===== config.mk =====
export PLATFORM = sky130hd
export DESIGN_NAME = fetch_redirect_unit
export DESIGN_NICKNAME = d
export VERILOG_FILES = /design/src/rtl/fetch_redirect_unit.sv
export SDC_FILE = /design/constraint.sdc
export NUM_CORES = 1
export LEC_CHECK = 0
export CAP_MARGIN = 20
export CORE_UTILIZATION = 45
export DETAILED_ROUTE_END_ITERATION = 8
export PLACE_DENSITY = 0.87
export SLEW_MARGIN = 20
export SYNTH_ARGS = -nofsm -noshare
export SYNTH_HDL_FRONTEND = slang
export SYNTH_SLANG_ARGS = --single-unit
export TNS_END_PERCENT = 50

===== constraint.sdc =====
create_clock -name clk -period 3.1 [get_ports clk]
set_input_delay 0.62 -clock clk [delete_from_list [all_inputs] [get_ports clk]]
set_output_delay 0.62 -clock clk [all_outputs]
set_load 0.01 [all_outputs]

===== src/rtl/fetch_redirect_unit.sv =====
`default_nettype none
// ============================================================================
// Module   : fetch_redirect_unit
// Purpose  : Fetch-side PC sequencer and IF/ID pipeline register for a
//            5-stage 32-bit MIPS pipeline. Forms the branch target
//            (pcplus4_d + signimm_sh_d) and the j-type jump target, and drives
//            the instruction-memory address. A taken redirect that arrives
//            while fetch is stalled is captured and applied once the stall
//            releases, so it is never lost.
// Ports    : clk              - clock, all state updates on rising edge
//            reset            - synchronous, active-low reset
//            stall_f          - hold PC
//            stall_d          - hold IF/ID register
//            flush_d          - load NOP into IF/ID (beats stall_d)
//            pcsrc_d          - conditional branch taken (decode)
//            jump_d           - j-type jump in decode (beats pcsrc_d)
//            signimm_sh_d     - sign-extended immediate, already << 2
//            instr_f          - instruction-memory read data for pc_f
//            pc_f             - fetch address
//            instr_d          - IF/ID instruction
//            pcplus4_d        - IF/ID PC+4
//            pcbranch_d       - branch target (combinational)
//            redirect_pending - a stalled redirect is being held
// Revision : 1.0 - initial release
// ============================================================================
module fetch_redirect_unit #(
    parameter logic [31:0] RESET_PC  = 32'h0000_0000,
    parameter logic [31:0] NOP_INSTR = 32'h0000_0000
) (
    input  logic        clk,
    input  logic        reset,
    input  logic        stall_f,
    input  logic        stall_d,
    input  logic        flush_d,
    input  logic        pcsrc_d,
    input  logic        jump_d,
    input  logic [31:0] signimm_sh_d,
    input  logic [31:0] instr_f,
    output logic [31:0] pc_f,
    output logic [31:0] instr_d,
    output logic [31:0] pcplus4_d,
    output logic [31:0] pcbranch_d,
    output logic        redirect_pending
);

    localparam logic [0:0]  S_IDLE    = 1'b0;
    localparam logic [0:0]  S_PENDING = 1'b1;
    localparam logic [31:0] c_pc_step = 32'd4;

    logic [0:0]  r_state;
    logic [0:0]  w_state_next;
    logic [31:0] r_pc;
    logic [31:0] w_pc_next;
    logic [31:0] r_saved;
    logic [31:0] w_saved_next;
    logic [31:0] r_instr_d;
    logic [31:0] r_pcplus4_d;

    logic [31:0] w_pcplus4_f;
    logic [31:0] w_pcjump_d;
    logic [31:0] w_target_d;
    logic        w_redirect_d;
    logic        w_load_target;
    logic        w_squash;

    // ------------------------------------------------------------------
    // Target arithmetic (all modulo 2^32)
    // ------------------------------------------------------------------
    assign w_pcplus4_f  = r_pc + c_pc_step;
    assign pcbranch_d   = r_pcplus4_d + signimm_sh_d;
    assign w_pcjump_d   = {r_pcplus4_d[31:28], r_instr_d[25:0], 2'b00};
    assign w_target_d   = jump_d ? w_pcjump_d : pcbranch_d;
    assign w_redirect_d = pcsrc_d | jump_d;

    // ------------------------------------------------------------------
    // State register (FSM state, PC, held redirect target)
    // ------------------------------------------------------------------
    always_ff @(posedge clk) begin
        if (!reset) begin
            r_state <= S_IDLE;
            r_pc    <= RESET_PC;
            r_saved <= '0;
        end else begin
            r_state <= w_state_next;
            r_pc    <= w_pc_next;
            r_saved <= w_saved_next;
        end
    end

    // ------------------------------------------------------------------
    // Next-state logic
    // ------------------------------------------------------------------
    always_comb begin
        w_state_next = r_state;
        w_pc_next    = r_pc;
        w_saved_next = r_saved;
        case (r_state)
            S_IDLE: begin
                if (w_redirect_d) begin
                    if (stall_f) begin
                        // Fetch is frozen: park the target until it thaws.
                        w_saved_next = w_target_d;
                        w_state_next = S_PENDING;
                    end else begin
                        w_pc_next = w_target_d;
                    end
                end else if (!stall_f) begin
                    w_pc_next = w_pcplus4_f;
                end
            end
            S_PENDING: begin
                // New decode redirects are ignored here: the parked one is
                // older and the instructions behind it are wrong-path.
                if (!stall_f) begin
                    w_pc_next    = r_saved;
                    w_state_next = S_IDLE;
                end
            end
            default: begin
                w_state_next = S_IDLE;
            end
        endcase
        // Alignment bits of the PC always stay those of the reset vector.
        w_pc_next[1:0] = RESET_PC[1:0];
    end

    // ------------------------------------------------------------------
    // Output / control decode
    // ------------------------------------------------------------------
    always_comb begin
        w_load_target    = 1'b0;
        redirect_pending = 1'b0;
        case (r_state)
            S_IDLE: begin
                w_load_target = w_redirect_d & ~stall_f;
            end
            S_PENDING: begin
                w_load_target    = ~stall_f;
                redirect_pending = 1'b1;
            end
            default: begin
                w_load_target    = 1'b0;
                redirect_pending = 1'b0;
            end
        endcase
        // Whatever sits at pc_f while a redirect is taken or parked is
        // wrong-path and must not enter decode.
        w_squash = w_load_target | redirect_pending;
    end

    // ------------------------------------------------------------------
    // IF/ID pipeline register
    // ------------------------------------------------------------------
    always_ff @(posedge clk) begin
        if (!reset) begin
            r_instr_d   <= NOP_INSTR;
            r_pcplus4_d <= '0;
        end else if (flush_d) begin
            r_instr_d   <= NOP_INSTR;
            r_pcplus4_d <= '0;
        end else if (stall_d) begin
            r_instr_d   <= r_instr_d;
            r_pcplus4_d <= r_pcplus4_d;
        end else if (w_squash) begin
            r_instr_d   <= NOP_INSTR;
            r_pcplus4_d <= '0;
        end else begin
            r_instr_d   <= instr_f;
            r_pcplus4_d <= w_pcplus4_f;
        end
    end

    assign pc_f      = r_pc;
    assign instr_d   = r_instr_d;
    assign pcplus4_d = r_pcplus4_d;

endmodule
`default_nettype wire

; ---- After elaboration in Yosys (flattened, before gate mapping)
; Cells that the tools add are included.
; W data, S select, Z words.
[classes]
bitwise = 6
eq_ne = 2
n_addsub = 2
n_reduce_logical = 3
mux = 13
[op_table]
columns = op, count
row1 = $mux W32, 7
row2 = $pmux W32 S2, 1
row3 = $add A32 B3 Y32 const B, 1
row4 = $add A32 B32 Y32, 1
row5 = $ne A2 B2 Y1 const B, 2
row6 = $pmux W1 S2, 2
row7 = $mux W1, 3
row8 = $not A1 Y1, 3
row9 = $reduce_and A3 Y1, 1
row10 = $or A1 B1 Y1, 2
row11 = $reduce_and A2 Y1, 1
row12 = $reduce_or A2 Y1, 1
row13 = $and A1 B1 Y1, 1
[totals]
word_cells = 32
output_inout_bits = 129
register_bits = 129
inputBits = 71

; ---- Longest topological paths before layout
; Gate-level depths: netlist (run 1).
[logic_depth]
ltp_word = 5
ltp_mapped = 12
depth_no_buf = 12

; ---- Worst setup path before layout (run 1)
; OpenSTA, ideal clock, no wires.
[synth_timing]
path_type = input -> output
startpoint = input port signimm_sh_d[2]
endpoint = output port pcbranch_d[28]
n_path_buf = 0
path_stages = 11
t_arrival_ns = 2.776
required_ns = 2.480
setup_slack_ns = -0.296
cell_sequence = ha_1 > inv_1 > fa_1 > nor2b_1 > o2111ai_1 > a211oi_1 > o211ai_1 > o211ai_1 > a221o_1 > a21oi_1 > xnor2_1
[synth_between]
elab_chain_cells = 1
[synth_lines]
columns = element, line_no
row1 = start: declaration, 37  ; input logic [31:0] signimm_sh_d,
row2 = $add A32 B32 Y32, 70  ; assign pcbranch_d = r_pcplus4_d + signimm_sh_d;
row3 = end: declaration, 42  ; output logic [31:0] pcbranch_d,
; No other way between the ends.

; ---- Worst setup path after layout (run 1)
[layout_timing]
startpoint = register r_pcplus4_d[2], in the netlist pcplus4_d[2]
endpoint = output port pcbranch_d[28]
[layout_between]
elab_chain_cells = 1
[layout_lines]
columns = element, line_no
row1 = start: declaration, 57  ; logic [31:0] r_pcplus4_d;
row2 = start signal: assignment, 163  ; r_pcplus4_d <= r_pcplus4_d;
row3 = start signal: assignment, 169  ; r_pcplus4_d <= w_pcplus4_f;
row4 = $add A32 B32 Y32, 70
; No other way between the ends.

==> impl_metrics.py, run 1 <==
metrics = {
    "critical_path": {
        "crit_top_cell": "o211ai_1",
        "r2r_setup_slack_ns": -0.17,
        "crit_fanout": 4,
        "critPathSlowestCell": "fa_2",
        "crit_required_ns": 2.48,
        "crit_path_max_incr_delay_ns": 0.42,
        "crit_path_start_kind": "flip-flop",
        "arrival_ns": 3.15,
        "path_cells": "ha_4 -> inv_4 -> fa_2 -> nor2b_4 -> o2111ai_4 -> a211oi_2 -> buf_4 -> o211ai_1 -> o211ai_1 -> a221o_1 -> a21oi_2 -> xnor2_2 -> buf_2",
        "end_kind": "primary output",
        "crit_type": "flip-flop to primary output",
    },
    "timing": {
        "maxSlewViolCount": 0,
        "fin_hold_ws_ns": 0.462,
        "setup_violations": 33,
        "rsz0062_at_grt": "yes",
        "layout_setup_ws_ns": -0.671,
        "setup-tns-final_ns": -10.27,
        "min_period_ns": 3.77,
        "hold_viol_final": 0,
        "worst_pin_slew_ns": 0.829,
        "max_freq_mhz": 265,
        "min_period_over_period": 1.22,
        "maxSlewHeadroom": 0.445,
        "skew_ns": 0.00536,
    },
    "logic_synthesis": {
        "yosys.area.top_type": "dfxtp_1",
        "synthTopCellsByCount": "127 x nor2_1, 123 x dfxtp_1, 77 x a21oi_1, 61 x nand2_1, 57 x clkbuf_1",
        "synth_top_area_share": 0.333,
        "synth_area_um2": 7400,
        "synth.area.top_cells": "dfxtp_1 33%, nor2_1 6.4%, a22oi_1 5.6%, a21oi_1 5.2%, ha_1 5.1%",
        "synth_edf_count": 0,
        "postSynth.asyncResetShare": 0,
        "synth.most_common_cell": "nor2_1",
        "yosysWarnings": 0,
        "avgSynthCellArea_um2": 7.92,
        "synth_ff_type": "dfxtp_1",
        "yosysSeqAreaShare": 0.333,
        "synth_cell_type_count": 68,
        "synth-seq-cells": 123,
        "synthCells": 934,
    },
    "clock_tree": {
        "h-tree-depth": 4,
        "cts_sinks": 123,
        "cts_buffers": 17,
        "clkSlewWorstSetupHoldPaths_ns": 0.05,
        "clk_latency_ns": 0.42,
        "cts_max_path_buffers": 2,
        "cts_tree": "built",
        "cts-root-buf": "clkbuf_16",
    },
    "power": {
        "vdd_drop_max_mv": 0.363,
        "power.leakage_nw": 5.06,
        "power_density_nw_per_um2": 421,
        "power.total_mw": 5.13,
    },
    "die": {
        "die_h_um": 130,
        "die_area_um2": 17000,
        "io_pins": 200,
        "start_util": 0.464,
        "core_um2": 15900,
        "row_count": 46,
        "die_w_um": 130,
    },
    "detailed_routing": {
        "wl_met2_mm": 15.0,
        "wl_met1_mm": 12.4,
        "wl_per_cell_um": 22.1,
        "drt-initial-drc-count": 1541,
        "final_antenna_net_count": 0,
        "drc": 0,
        "vias": 9567,
        "highest_layer": "met4",
        "finalWirelength_mm": 33.4,
        "dr.pass1.iters": 8,
        "dr_wl_met3_mm": 4.20,
        "vias_per_cell": 6.31,
    },
    "cells_and_area": {
        "post-route-cell-area_um2": 12200,
        "area_growth_pct": 64.5,
        "num-nets-final": 1389,
        "drive_gt1_frac": 0.296,
        "fin_util": 0.764,
        "fin_cells": 1516,
        "n_antenna_cell": 0,
        "fillers": 974,
    },
    "global_route": {
        "grt_usage": 0.362,
        "grt_pass1_wl_mm": 47.1,
        "antenna_found_initial": 0,
        "overflow": 0,
        "grt_max_degree": 56,
        "grt_pass1_vias": 8836,
    },
    "hold_path": {
        "hold_path_class": "flip-flop to flip-flop",
    },
    "placed_design": {
        "place_ws_ns": -1.25,
        "placed_cell_area_um2": 10600,
        "gp_congestion": 0.969,
        "io_buffers": 191,
        "dp.cells": 1432,
        "dpl.hpwl_mm": 20.3,
    },
    "run_status": {
        "violations": "setup timing",
        "status": "finished, violations left",
    },
    "run": {
        "cap_violations": 0,
    },
}
[final timing paths]
path,from,endpoint,depth (start not counted)
max,pcplus4_d[2],pcbranch_d[28],13
min reg2reg,r_saved[4],r_saved[4],2
min,r_saved[4],r_saved[4],2
max reg2reg,pcplus4_d[2],pc_f[20],18
[registers in the layout (all words and copies together) (netlist names)]
name	flops
r_state	1
r_saved	30
instr_d	32
pcplus4_d	30
pc_f	30
[layer usage]
layer  up-vias  GRT usage
met5         -          0
met4         0      0.176
met3       183      0.100
met2       867      0.572
met1      4427      0.453
li1       4090          -
[timing repair]
item / 4_1_cts / 5_1_grt
gates resized for setup: 226 / 44
cloned: 0 / 0
pin swaps: 65 / 43
setup endpoints to repair: 43 / 30
hold buffers: 0 / 0
hold endpoints to repair: 0 / 0
buffers inserted: 40 / 15
[critical path, delay by kind of cell, from the launching register on]
kind | cells | cell delay [ns]
AOI/OAI and AO/OA | 6 | 0.90
adders and majority gates | 2 | 0.62
DFF | 1 | 0.41
buffers and inverters | 3 | 0.40
xor gates and xnor gates | 1 | 0.21
and+or+nand+nor | 1 | 0.18
[where the power goes]
group / total [mW] / switching [mW] / internal, mW
registers: 1.74 / 0.0827 / 1.65
clock network: 2.29 / 0.722 / 1.57
logic: 1.10 / 0.575 / 0.520
[layout by cell type (no fill, tap or decap), types with 8 or more instances in the layout]
cell type,netlist,final
buf_4,7,205
clkdlybuf4s50_1,0,143
nor2_1,127,124
dfxtp_1,123,118
a21oi_1,77,62
nand2_1,61,59
a22oi_1,55,55
o21ai_0,55,43
nand3_1,29,29
inv_1,31,28
buf_2,1,26
ha_4,0,22
xnor2_1,30,19
xor2_1,23,19
o211ai_1,17,17
a21o_1,17,17
clkbuf_16,0,17
nor3_1,18,14
nand2b_1,13,12
buf_6,1,12
a21oi_2,0,11
a211oi_1,12,11
mux2i_1,10,9
and3_1,10,9
nand4_1,8,8
o21ai_1,1,8
and2_1,9,8
xnor2_2,0,8
o41a_1,8,8
ha_1,30,8
[logic make-up after synthesis]
kind of cell,count (synthesis),synth area share
and+or+nand+nor,299,0.186
other,1,0.000507
muxes,15,0.0211
DFF,123,0.333
xor gates and xnor gates,54,0.0659
AOI/OAI and AO/OA,306,0.282
buffers and inverters,105,0.0582
adders and majority gates,31,0.0534
[final cells by class]
cell class | count | area (um^2) | area share
timing repair buffer | 404 | 3380 | 0.278
inverter | 32 | 123 | 0.0101
clock buffer | 22 | 474 | 0.0389
multi-input combinational | 709 | 5240 | 0.431
clock inverter | 10 | 211 | 0.0174
sequential | 123 | 2470 | 0.203
tap | 216 | 270 | 0.0222
Note: power is estimated with default switching activity, not from simulation.
==> run 2, diff against run 1 <==
--- a/config.mk
+++ b/config.mk
@@ -5,7 +5,6 @@
 export SDC_FILE = /design/constraint.sdc
 export NUM_CORES = 1
 export LEC_CHECK = 0
-export CAP_MARGIN = 20
 export CORE_UTILIZATION = 45
 export DETAILED_ROUTE_END_ITERATION = 8
 export PLACE_DENSITY = 0.87
==> results of run 2 <==
The final DEF is identical to that of run 1; final timing and power are the same.
